$ cat src/rtl/ctrl_pkg.sv
// Shared opcode fields, select codes, state encoding and output bundle for the
// multicycle controller and its instruction decoder.
package ctrl_pkg;

   typedef enum logic [2:0] {
      sIdle,
      sFetch,
      sExec,
      sMem,
      sHalt,
      sFault
   } ctrlState_t;

   typedef enum logic [3:0] {
      clsAluReg,
      clsAluImm,
      clsLoad,
      clsStore,
      clsShift,
      clsBranch,
      clsJump,
      clsCall,
      clsReturn,
      clsHalt,
      clsIllegal
   } instrClass_t;

   // Opcode prefixes, matched against the top bits of instruction[18:13]
   localparam logic [1:0] opAluReg  = 2'b00;
   localparam logic [1:0] opAluImm  = 2'b01;
   localparam logic [2:0] opMem     = 3'b100;
   localparam logic [2:0] opShift   = 3'b110;
   localparam logic [3:0] opBranch  = 4'b1110;
   localparam logic [3:0] opControl = 4'b1111;

   localparam logic [1:0] memLdm  = 2'b00;
   localparam logic [1:0] memStm  = 2'b01;

   localparam logic [1:0] ctlJmp  = 2'b00;
   localparam logic [1:0] ctlJsb  = 2'b01;
   localparam logic [1:0] ctlRet  = 2'b10;
   localparam logic [1:0] ctlHalt = 2'b11;

   localparam logic [1:0] condBz  = 2'b00;
   localparam logic [1:0] condBnz = 2'b01;
   localparam logic [1:0] condBc  = 2'b10;
   localparam logic [1:0] condBnc = 2'b11;

   localparam logic [1:0] wdSelAlu   = 2'b00;
   localparam logic [1:0] wdSelShift = 2'b01;
   localparam logic [1:0] wdSelMem   = 2'b10;

   localparam logic [1:0] pcSelNext   = 2'b00;
   localparam logic [1:0] pcSelBranch = 2'b01;
   localparam logic [1:0] pcSelTarget = 2'b10;

   typedef struct packed {
      logic       pcEn;
      logic       CEn;
      logic       ZEn;
      logic       push;
      logic       pop;
      logic       RET;
      logic       regWrite;
      logic       DMMemWrite;
      logic       DMMemRead;
      logic       regFileReadRegister2Select;
      logic       ALUBInputSelect;
      logic       selectCarry;
      logic [2:0] ALUOperation;
      logic [1:0] SHROOperation;
      logic [1:0] regFileWriteDataSelect;
      logic [1:0] pc3inputMuxSelectAddress;
   } ctrlOut_t;

   function automatic logic branchTaken(input logic [1:0] cond, input logic carry,
                                        input logic zero);
      case (cond)
         condBz:  return zero;
         condBnz: return !zero;
         condBc:  return carry;
         default: return !carry;
      endcase
   endfunction

endpackage

$ cat src/rtl/multicycle_controller_if.sv
// Controller <-> datapath bundle: instruction word and flags in, strobes and
// mux selects out. The controller takes the master side.
interface multicycle_controller_if;
   logic [18:0] instruction;
   logic        COutput;
   logic        ZOutput;
   logic        pcEn, CEn, ZEn, push, pop, RET, regWrite, DMMemWrite, DMMemRead;
   logic        regFileReadRegister2Select, ALUBInputSelect, selectCarry;
   logic [2:0]  ALUOperation;
   logic [1:0]  SHROOperation, regFileWriteDataSelect, pc3inputMuxSelectAddress;

   modport master (
      input  instruction, COutput, ZOutput,
      output pcEn, CEn, ZEn, push, pop, RET, regWrite, DMMemWrite, DMMemRead,
             regFileReadRegister2Select, ALUBInputSelect, selectCarry,
             ALUOperation, SHROOperation, regFileWriteDataSelect, pc3inputMuxSelectAddress
   );

   modport slave (
      output instruction, COutput, ZOutput,
      input  pcEn, CEn, ZEn, push, pop, RET, regWrite, DMMemWrite, DMMemRead,
             regFileReadRegister2Select, ALUBInputSelect, selectCarry,
             ALUOperation, SHROOperation, regFileWriteDataSelect, pc3inputMuxSelectAddress
   );
endinterface

$ cat src/rtl/instr_decoder.sv
// Combinational decode of the opcode bits instruction[18:13] into an
// instruction class plus the ALU / shift / branch sub-fields.
module instr_decoder
   import ctrl_pkg::*;
(
   input  logic [5:0]  opcode,
   output instrClass_t instrClass,
   output logic [2:0]  aluOp,
   output logic [1:0]  shiftOp,
   output logic [1:0]  branchCond
);

   assign aluOp      = opcode[3:1];
   assign shiftOp    = opcode[2:1];
   assign branchCond = opcode[1:0];

   // Unused encodings (101x, 100 with sub-op 1x) fall through as clsIllegal
   always_comb begin
      instrClass = clsIllegal;
      if (opcode[5:4] == opAluReg) begin
         instrClass = clsAluReg;
      end else if (opcode[5:4] == opAluImm) begin
         instrClass = clsAluImm;
      end else if (opcode[5:3] == opMem) begin
         if (opcode[2:1] == memLdm)      instrClass = clsLoad;
         else if (opcode[2:1] == memStm) instrClass = clsStore;
      end else if (opcode[5:3] == opShift) begin
         instrClass = clsShift;
      end else if (opcode[5:2] == opBranch) begin
         instrClass = clsBranch;
      end else if (opcode[5:2] == opControl) begin
         case (opcode[1:0])
            ctlJmp:  instrClass = clsJump;
            ctlJsb:  instrClass = clsCall;
            ctlRet:  instrClass = clsReturn;
            default: instrClass = clsHalt;
         endcase
      end
   end

endmodule

$ cat src/rtl/multicycle_controller.sv
// Multicycle FSM controller (IDLE/FETCH/EXEC/MEM/HALT/FAULT). Define
// CTRL_STACK_CHECK_EN to add return-stack depth tracking with FAULT on overflow/underflow.
module multicycle_controller
   import ctrl_pkg::*;
#(
   parameter int STACK_DEPTH = 8
)
(
   input  logic                           clk,
   input  logic                           rst,
   input  logic                           start,
   multicycle_controller_if.master        bus,
   output logic                           halted,
   output logic                           fault
);

   ctrlState_t  stateReg, stateNext;
   instrClass_t instrClass;
   logic [2:0]  aluOp;
   logic [1:0]  shiftOp, branchCond;
   logic        stackFault;
   ctrlOut_t    ctrl, ctrlGated;

   instr_decoder decoderInst (
      .opcode     (bus.instruction[18:13]),
      .instrClass (instrClass),
      .aluOp      (aluOp),
      .shiftOp    (shiftOp),
      .branchCond (branchCond)
   );

`ifdef CTRL_STACK_CHECK_EN
   localparam int depthBits = $clog2(STACK_DEPTH + 1);
   logic [depthBits-1:0] depthReg;

   assign stackFault = (instrClass == clsCall   && depthReg == depthBits'(STACK_DEPTH)) ||
                       (instrClass == clsReturn && depthReg == '0);

   always_ff @(posedge clk) begin
      if (!rst) begin
         depthReg <= '0;
      end else if (stateReg == sExec && !stackFault) begin
         if (instrClass == clsCall)        depthReg <= depthReg + depthBits'(1);
         else if (instrClass == clsReturn) depthReg <= depthReg - depthBits'(1);
      end
   end

   assign fault = (stateReg == sFault);
`else
   assign stackFault = 1'b0;
   assign fault      = 1'b0;
`endif

   always_ff @(posedge clk) begin
      if (!rst) stateReg <= sIdle;
      else      stateReg <= stateNext;
   end

   always_comb begin
      stateNext = stateReg;
      ctrl      = '0;
      case (stateReg)
         sIdle:  if (start) stateNext = sFetch;
         sFetch: stateNext = sExec;
         sExec: begin
            stateNext = sFetch;
            case (instrClass)
               clsAluReg, clsAluImm: begin
                  ctrl.ALUBInputSelect            = (instrClass == clsAluReg);
                  ctrl.regFileReadRegister2Select = 1'b1;
                  ctrl.regWrite                   = 1'b1;
                  ctrl.regFileWriteDataSelect     = wdSelAlu;
                  ctrl.CEn                        = 1'b1;
                  ctrl.ZEn                        = 1'b1;
                  ctrl.ALUOperation               = aluOp;
                  ctrl.pcEn                       = 1'b1;
               end
               clsShift: begin
                  ctrl.SHROOperation          = shiftOp;
                  ctrl.regFileWriteDataSelect = wdSelShift;
                  ctrl.regWrite               = 1'b1;
                  ctrl.CEn                    = 1'b1;
                  ctrl.selectCarry            = 1'b1;
                  ctrl.pcEn                   = 1'b1;
               end
               clsStore: begin
                  ctrl.DMMemWrite = 1'b1;
                  ctrl.pcEn       = 1'b1;
               end
               clsLoad: begin
                  ctrl.DMMemRead = 1'b1;
                  stateNext      = sMem;
               end
               clsBranch: begin
                  ctrl.pcEn = 1'b1;
                  ctrl.pc3inputMuxSelectAddress =
                     branchTaken(branchCond, bus.COutput, bus.ZOutput) ? pcSelBranch : pcSelNext;
               end
               clsJump: begin
                  ctrl.pcEn                     = 1'b1;
                  ctrl.pc3inputMuxSelectAddress = pcSelTarget;
               end
               clsCall: begin
                  if (stackFault) begin
                     stateNext = sFault;
                  end else begin
                     ctrl.push                     = 1'b1;
                     ctrl.pcEn                     = 1'b1;
                     ctrl.pc3inputMuxSelectAddress = pcSelTarget;
                  end
               end
               clsReturn: begin
                  if (stackFault) begin
                     stateNext = sFault;
                  end else begin
                     ctrl.pop  = 1'b1;
                     ctrl.RET  = 1'b1;
                     ctrl.pcEn = 1'b1;
                  end
               end
               clsHalt: stateNext = sHalt;
               // Unassigned encodings behave as a NOP so the program keeps moving
               default: ctrl.pcEn = 1'b1;
            endcase
         end
         sMem: begin
            stateNext                   = sFetch;
            ctrl.DMMemRead              = 1'b1;
            ctrl.regFileWriteDataSelect = wdSelMem;
            ctrl.regWrite               = 1'b1;
            ctrl.pcEn                   = 1'b1;
         end
         default: stateNext = stateReg;
      endcase
   end

   // Strobes are masked while reset is asserted so a reset landing in MEM
   // never commits the load write-back on that edge.
   assign ctrlGated = rst ? ctrl : '0;

   assign bus.pcEn                       = ctrlGated.pcEn;
   assign bus.CEn                        = ctrlGated.CEn;
   assign bus.ZEn                        = ctrlGated.ZEn;
   assign bus.push                       = ctrlGated.push;
   assign bus.pop                        = ctrlGated.pop;
   assign bus.RET                        = ctrlGated.RET;
   assign bus.regWrite                   = ctrlGated.regWrite;
   assign bus.DMMemWrite                 = ctrlGated.DMMemWrite;
   assign bus.DMMemRead                  = ctrlGated.DMMemRead;
   assign bus.regFileReadRegister2Select = ctrlGated.regFileReadRegister2Select;
   assign bus.ALUBInputSelect            = ctrlGated.ALUBInputSelect;
   assign bus.selectCarry                = ctrlGated.selectCarry;
   assign bus.ALUOperation               = ctrlGated.ALUOperation;
   assign bus.SHROOperation              = ctrlGated.SHROOperation;
   assign bus.regFileWriteDataSelect     = ctrlGated.regFileWriteDataSelect;
   assign bus.pc3inputMuxSelectAddress   = ctrlGated.pc3inputMuxSelectAddress;

   assign halted = (stateReg == sHalt);

endmodule

$ cat src/flat_wrapper.sv
// flat-port wrapper written by rule: the top's interface ports become plain ports
module multicycle_controller_flat import ctrl_pkg::*;
#(
   parameter int STACK_DEPTH = 8
)
  (clk, rst, start, halted, fault, bus_instruction, bus_COutput, bus_ZOutput, bus_pcEn, bus_CEn, bus_ZEn, bus_push, bus_pop, bus_RET, bus_regWrite, bus_DMMemWrite, bus_DMMemRead, bus_regFileReadRegister2Select, bus_ALUBInputSelect, bus_selectCarry, bus_ALUOperation, bus_SHROOperation, bus_regFileWriteDataSelect, bus_pc3inputMuxSelectAddress);
  multicycle_controller_if bus_i ();
  input  logic clk;
  input  logic rst;
  input  logic start;
  output logic halted;
  output logic fault;
  input wire logic [$bits(bus_i.instruction)-1:0] bus_instruction;
  input wire logic [$bits(bus_i.COutput)-1:0] bus_COutput;
  input wire logic [$bits(bus_i.ZOutput)-1:0] bus_ZOutput;
  output wire logic [$bits(bus_i.pcEn)-1:0] bus_pcEn;
  output wire logic [$bits(bus_i.CEn)-1:0] bus_CEn;
  output wire logic [$bits(bus_i.ZEn)-1:0] bus_ZEn;
  output wire logic [$bits(bus_i.push)-1:0] bus_push;
  output wire logic [$bits(bus_i.pop)-1:0] bus_pop;
  output wire logic [$bits(bus_i.RET)-1:0] bus_RET;
  output wire logic [$bits(bus_i.regWrite)-1:0] bus_regWrite;
  output wire logic [$bits(bus_i.DMMemWrite)-1:0] bus_DMMemWrite;
  output wire logic [$bits(bus_i.DMMemRead)-1:0] bus_DMMemRead;
  output wire logic [$bits(bus_i.regFileReadRegister2Select)-1:0] bus_regFileReadRegister2Select;
  output wire logic [$bits(bus_i.ALUBInputSelect)-1:0] bus_ALUBInputSelect;
  output wire logic [$bits(bus_i.selectCarry)-1:0] bus_selectCarry;
  output wire logic [$bits(bus_i.ALUOperation)-1:0] bus_ALUOperation;
  output wire logic [$bits(bus_i.SHROOperation)-1:0] bus_SHROOperation;
  output wire logic [$bits(bus_i.regFileWriteDataSelect)-1:0] bus_regFileWriteDataSelect;
  output wire logic [$bits(bus_i.pc3inputMuxSelectAddress)-1:0] bus_pc3inputMuxSelectAddress;
  assign bus_i.instruction = bus_instruction;
  assign bus_i.COutput = bus_COutput;
  assign bus_i.ZOutput = bus_ZOutput;
  assign bus_pcEn = bus_i.pcEn;
  assign bus_CEn = bus_i.CEn;
  assign bus_ZEn = bus_i.ZEn;
  assign bus_push = bus_i.push;
  assign bus_pop = bus_i.pop;
  assign bus_RET = bus_i.RET;
  assign bus_regWrite = bus_i.regWrite;
  assign bus_DMMemWrite = bus_i.DMMemWrite;
  assign bus_DMMemRead = bus_i.DMMemRead;
  assign bus_regFileReadRegister2Select = bus_i.regFileReadRegister2Select;
  assign bus_ALUBInputSelect = bus_i.ALUBInputSelect;
  assign bus_selectCarry = bus_i.selectCarry;
  assign bus_ALUOperation = bus_i.ALUOperation;
  assign bus_SHROOperation = bus_i.SHROOperation;
  assign bus_regFileWriteDataSelect = bus_i.regFileWriteDataSelect;
  assign bus_pc3inputMuxSelectAddress = bus_i.pc3inputMuxSelectAddress;
  multicycle_controller #(.STACK_DEPTH(STACK_DEPTH)) u_core (.clk(clk), .rst(rst), .start(start), .bus(bus_i), .halted(halted), .fault(fault));
endmodule
$ cat config.mk
export PLATFORM = sky130hd
export DESIGN_NAME = multicycle_controller_flat
export DESIGN_NICKNAME = d
export VERILOG_FILES = /design/src/rtl/ctrl_pkg.sv /design/src/rtl/multicycle_controller_if.sv /design/src/rtl/instr_decoder.sv /design/src/rtl/multicycle_controller.sv /design/src/flat_wrapper.sv
export SDC_FILE = /design/constraint.sdc
export NUM_CORES = 1
export LEC_CHECK = 0
export CORE_MARGIN = 1
export CORE_UTILIZATION = 30
export CTS_CLUSTER_SIZE = 16
export DETAILED_ROUTE_END_ITERATION = 6
export PLACE_DENSITY_LB_ADDON = 0.12
export SLEW_MARGIN = 5
export SYNTH_ARGS = -nofsm -noshare
export SYNTH_HDL_FRONTEND = slang
export SYNTH_HIERARCHICAL = 1
export SYNTH_SLANG_ARGS = --single-unit
$ cat constraint.sdc
create_clock -name clk -period 3.8 [get_ports clk]
set_input_delay 0.95 -clock clk [delete_from_list [all_inputs] [get_ports clk]]
set_output_delay 0.95 -clock clk [all_outputs]
set_load 0.005 [all_outputs]
After elaboration in Yosys (flattened, before gate mapping)
Index checks and enable logic that the tools add are counted.
{"block": "word_totals", "ff_bits": 3, "inputBits": 24, "wordCells": 74}
{"block": "op_classes", "n_eq_ne": 22, "muxes": 38, "n_reduce_logical": 13}
{"op": "$mux 4", "count": 8}
{"op": "$mux 21", "count": 1}
{"op": "$eq 4x3->1 const B", "count": 4}
{"op": "$eq 4x4->1 const B", "count": 4}
{"op": "$mux 1", "count": 12}
{"op": "$pmux 3 s4", "count": 1}
{"op": "$pmux 4 s3", "count": 1}
{"op": "$eq 3x3->1 const B", "count": 3}
{"op": "$eq 4x2->1 const B", "count": 2}
{"op": "$mux 2", "count": 4}
{"op": "$mux 8", "count": 1}
{"op": "$pmux 2 s2", "count": 2}
{"op": "$eq 2x1->1 const B", "count": 3}
{"op": "$eq 3x2->1 const B", "count": 2}
{"op": "$logic_not 2->1", "count": 3}
{"op": "$mux 3", "count": 2}
{"op": "$pmux 1 s2", "count": 3}
{"op": "$pmux 3 s2", "count": 1}
{"op": "$reduce_or 2->1", "count": 3}
{"op": "$mux 5", "count": 1}
{"op": "$eq 4x1->1 const B", "count": 1}
{"op": "$logic_not 4->1", "count": 1}
{"op": "$reduce_bool 4->1", "count": 1}
{"op": "$eq 3x1->1 const B", "count": 1}
{"op": "other kinds (7)", "count": 8}

Logic depth before layout (Yosys ltp)
{"block": "depth", "ltp_word": 15, "ltp_mapped": 8}

Modules after synthesis
Netlist, hierarchy kept.
{"mod": "multicycle_controller", "n_inst": 1, "cells_per_inst": 53, "area_each_um2": 440.4, "seq_area_each_um2": 60.1}
{"mod": "instr_decoder", "n_inst": 1, "cells_per_inst": 21, "area_each_um2": 137.6, "seq_area_each_um2": 0.0}

Worst setup path before layout
OpenSTA, ideal clock, no wires.
{"block": "synth_path", "path_type": "in2out", "from": "input port bus_instruction[16]", "to": "output port bus_pcEn", "arrival_ps": 2172, "t_required_ps": 2850, "setup_slack_ps": 678, "cell_stages": 6, "path_cell_list": "and4bb_2 -> a21oi_1 -> o2bb2ai_1 -> or4b_4 -> a21oi_1 -> nor2_1"}
{"block": "synth_between", "elab_chain_cells": 12, "elab_cells_between_ends": 16}
{"item": "start: declaration", "line": "flat_wrapper.sv:13", "rtl": "input wire logic [$bits(bus_i.instruction)-1:0] bus_instruction;"}
{"item": "$eq 4x4->1", "line": "instr_decoder.sv:31", "rtl": "end else if (opcode[5:2] == opControl) begin"}
{"item": "$mux 4", "line": "instr_decoder.sv:31"}
{"item": "$mux 4", "line": "instr_decoder.sv:29", "rtl": "end else if (opcode[5:2] == opBranch) begin"}
{"item": "$mux 4", "line": "instr_decoder.sv:27", "rtl": "end else if (opcode[5:3] == opShift) begin"}
{"item": "$mux 4 *", "line": "instr_decoder.sv:24", "rtl": "end else if (opcode[5:3] == opMem) begin"}
{"item": "$mux 4 *", "line": "instr_decoder.sv:22", "rtl": "end else if (opcode[5:4] == opAluImm) begin"}
{"item": "$mux 4 *", "line": "instr_decoder.sv:20", "rtl": "if (opcode[5:4] == opAluReg) begin"}
{"item": "named net u_core.instrClass[0]", "line": "multicycle_controller.sv:18", "rtl": "instrClass_t instrClass;"}
{"item": "$eq 4x2->1 or $eq 4x4->1 (tied branches)", "line": "multicycle_controller.sv:67", "rtl": "case (instrClass)"}
{"item": "$reduce_or 2->1 (no line) *"}
{"item": "$mux 1 *"}
{"item": "$pmux 1 s2 *", "line": "multicycle_controller.sv:62", "rtl": "case (stateReg)"}
{"item": "$mux 21 *", "line": "multicycle_controller.sv:139", "rtl": "assign ctrlGated = rst ? ctrl : '0;"}
{"item": "end: declaration", "line": "flat_wrapper.sv:16", "rtl": "output wire logic [$bits(bus_i.pcEn)-1:0] bus_pcEn;"}
The timed path passes the listed nets; every way through them passes the cells marked *.

Final worst setup path
{"block": "layout_path", "from": "input port bus_instruction[16]", "to": "output port bus_ZEn"}
{"block": "layout_between", "elab_chain_cells": 12, "elab_cells_between_ends": 16}
{"item": "$eq 4x4->1", "line": "instr_decoder.sv:31"}
{"item": "$mux 4", "line": "instr_decoder.sv:31"}
{"item": "$mux 4", "line": "instr_decoder.sv:29"}
{"item": "$mux 4", "line": "instr_decoder.sv:27"}
{"item": "$mux 4 *", "line": "instr_decoder.sv:24"}
{"item": "$mux 4 *", "line": "instr_decoder.sv:22"}
{"item": "$mux 4 *", "line": "instr_decoder.sv:20"}
{"item": "named net u_core.instrClass[3]", "line": "multicycle_controller.sv:18"}
{"item": "$eq 4x1->1 or $logic_not 4->1 (tied branches)", "line": "multicycle_controller.sv:67"}
{"item": "$reduce_or 2->1 *"}
{"item": "$mux 1 *", "line": "multicycle_controller.sv:67"}
{"item": "$mux 5 *", "line": "multicycle_controller.sv:62"}
{"item": "$mux 21 *", "line": "multicycle_controller.sv:139"}
{"item": "end: declaration", "line": "flat_wrapper.sv:18", "rtl": "output wire logic [$bits(bus_i.ZEn)-1:0] bus_ZEn;"}
Marked as above.

==> run summary <==
status -> completed
met3 Resource Use GR -> 2.38%
WP data arrival -> 2.77 ns
per-cell routed wire length -> 10.7 um
Final nets -> 148
clk sinks -> 3
Tcrit/Tclk final -> 98.0%
most frequent cells in the layout -> 24 x buf_4, 18 x dlygate4sd2_1, 8 x clkdlybuf4s50_1, 7 x and2_1, 6 x nor2_1
Synth Instances -> 74
worst slack, placed -> -0.400 ns
CTS tree -> yes
WP buf/inv -> 5
Tmin final -> 3.72 ns
1st-iter DRT viols -> 5
Setup CP Type -> in -> out
Congestion Overflow GR -> 0
hold crit path type -> reg -> reg
Fin Setup TNS -> 0 ns
Register Area -> 60.1 sq um
max-slew violation count -> 0
endpoint class of the critical path -> output pin
Yosys cell types -> 34
FF-to-FF End -> u_core/stateReg[0]$_SDFFE_PN0P_
Finish-stage setup viols -> 0
detailed-route via count -> 686
ant diodes -> 0
Ports -> 47
DRT Pass-1 Iters -> 4
CP Launch Type -> input port
post-synth top area cell -> buf_4
top-area cell type share of the netlist area -> 15.6%
Die X -> 45.9 um
Crit path depth -> 8
CP max-delay cell -> clkdlybuf4s50_1
CP startpoint -> bus_instruction[16]
Post-DRT Antenna Nets -> 0
routed vias/inst -> 4.64
clk_skew -> 0.00249 ns
worst reg2reg path depth -> 3
family with the most delay on the worst path -> buffers and inverters
sequential area share after synthesis -> 10.4%
first-pass GRT wire length -> 2700 um
Clock Power Share -> 29.2%
Layout area overhead -> 93.3%
Netlist Area Pre-Place -> 578 sq um
YS warnings -> 6
IO Port Bufs -> 32
H-tree levels -> 1
dpl cell area -> 982 sq um
WHS Path Cells -> 2
Switching Share -> 32.9%
pwr dens -> 168 mW/mm^2
initial antenna violation count -> 0
Root Driver -> clkbuf_4
worst vdd ir -> 0.167 mV
Reg with most FFs -> u_core/stateReg
Pint -> 0.126 mW
worst hold slack -> 0.618 ns
FF-to-FF Start -> u_core/stateReg[1]$_SDFFE_PN0P_
largest net degree at the start of global routing -> 9
Design Power -> 0.188 mW
Sw Pwr -> 0.0619 mW
met1 Use GR -> 23.9%
CP Data Required Time -> 2.85 ns
Hold Vio Cnt, Final -> 0
Hold Path Origin -> u_core/stateReg[2]$_SDFFE_PN0P_
GR peak layer -> met2
Residual DRC -> 0
CP Cell Sequence -> dlygate4sd2_1, buf_4, a21boi_0, o21a_1, buf_4, nor4_4, buf_4, clkdlybuf4s50_1
reg-to-reg setup timing slack -> 2.57 ns
Fill cells -> 170
maximum clock insertion buffer count -> 2
commonest non-fill, non-tap cell in the layout -> buf_4
GPL Wtd Cong -> 0.712
CP max stage delay -> 0.49 ns
post-synthesis register bit count -> 3
die area -> 0.00211 sq mm
multi-input logic area -> 495 sq um
Regs by FF count -> u_core/stateReg: 3 flops
core region area -> 0.00176 sq mm
syn nets -> 98
cts hold-fix bufs -> 0
fin area -> 0.00112 sq mm
top cells by area, synth -> buf_4 16%, dfxtp_1 10%, and2_1 7.6%
Most common cell on crit path -> buf_4
initial core utilization -> 32.8%
worst-skew pair later-pin latency -> 0.23 ns
GRT met2 Usage -> 27.6%
Clock transition at path regs -> 0.04 ns
final WL -> 1580 um
die height -> 45.9 um
vias in the first global route -> 625
Peak Freq -> 269 MHz
standard-cell rows -> 15
layout cells sized above 1 -> 35.8%
dpl hpwl -> 1200 um
Max-Cap Viols -> 0
CP max FO -> 5
GRT Total Usage -> 17.4%
Synth Area per Inst -> 7.81 sq um
Inserted Clock Buffers -> 3
Reg power frac -> 22.4%
max reg flops -> 3
leakage power -> 0.583 nW
Hold Crit Endpoint -> u_core/stateReg[2]$_SDFFE_PN0P_
Comb pwr share -> 48.4%
setup ws final -> 0.0762 ns
## worst max path at each step
stage | to | slack, ns
floorplan | bus_pcEn | 0.68
CTS | bus_SHROOperation[1] | -0.11
detailed placement | bus_SHROOperation[1] | -0.40
global route | bus_ZEn | -0.009
finish | bus_ZEn | 0.08
global placement | bus_SHROOperation[1] | -0.37
## logic make-up (layout without fill, tap and decap cells)
logic type      Yosys count  after routing  share of synthesized area [%]
buf+inv                  14             63                           16.9
mux                       1              1                           1.73
simple gates             41             41                           52.4
xor+xnor                  1              1                           1.52
flops                     3              3                           10.4
compound gates           13             13                           16.5
other cells               1              1                          0.649
## final cells by class
type                            count  area share [%]
Timing Repair Buffer               57            44.5
Sequential cell                     3            5.38
Tap cell                           25            2.80
Clock buffer                        4            2.35
Inverter                            2           0.672
Multi-Input combinational cell     57            44.3
## power by group through the flow
stage,registers [mW],logic (mW),clock network (mW)
CTS,0.0421,0.0902,0.0578
global placement,0.0421,0.0813,0
detailed placement,0.0423,0.0819,0
floorplan,0.0405,0.0438,0
finish,0.0421,0.0910,0.0549
global route,0.0432,0.0992,0.0623
## worst register-to-register path, cell delays in order, from the launching register on
cell	delay [ns]
dfxtp_1	0.39
or4b_1	0.55
o211ai_1	0.09
and2_1	0.14
## timing repair
item / CTS / global route
pin swaps: 7 / 2
endpoints found under the hold margin: 0 / 0
setup endpoints to repair: 20 / 12
gates resized for setup: 30 / 8
buffers inserted: 5 / 1
## synthesized netlist by cell type
master / n
a31oi_1: 2
nor4b_1: 1
a2111oi_2: 1
o2bb2ai_1: 1
nand4bb_4: 1
conb_1: 1
nor3_1: 1
and4bb_2: 2
nor4b_2: 1
o21a_1: 1
dfxtp_1: 3
or3_1: 1
nand3b_1: 1
or2_1: 2
o211ai_1: 1
nand2b_1: 3
a21oi_1: 3
o221a_1: 1
nand2_1: 6
or4b_1: 1
xor2_1: 1
inv_1: 2
mux2i_1: 1
or4b_4: 1
o21ai_0: 2
and2b_1: 1
nor2b_1: 2
and2_1: 7
nor4_2: 2
nor3b_1: 1
nand4bb_1: 1
a21boi_0: 1
nor2_1: 6
buf_4: 12
## per-layer routing
| layer | wire (um) | part of all wire, % |
|---|---|---|
| met5 | 0 | 0 |
| met4 | 0 | 0 |
| met3 | 71 | 4.5 |
| met2 | 768 | 49 |
| met1 | 738 | 47 |
## metrics by stage
stage	utilization, %	std cells
after floorplan	-	74
after global placement	55.7	138
after detailed placement	55.7	138
after CTS	61.9	147
after global routing	63.3	148
final	63.3	148
No activity file was read; power rests on OpenSTA's default activity.
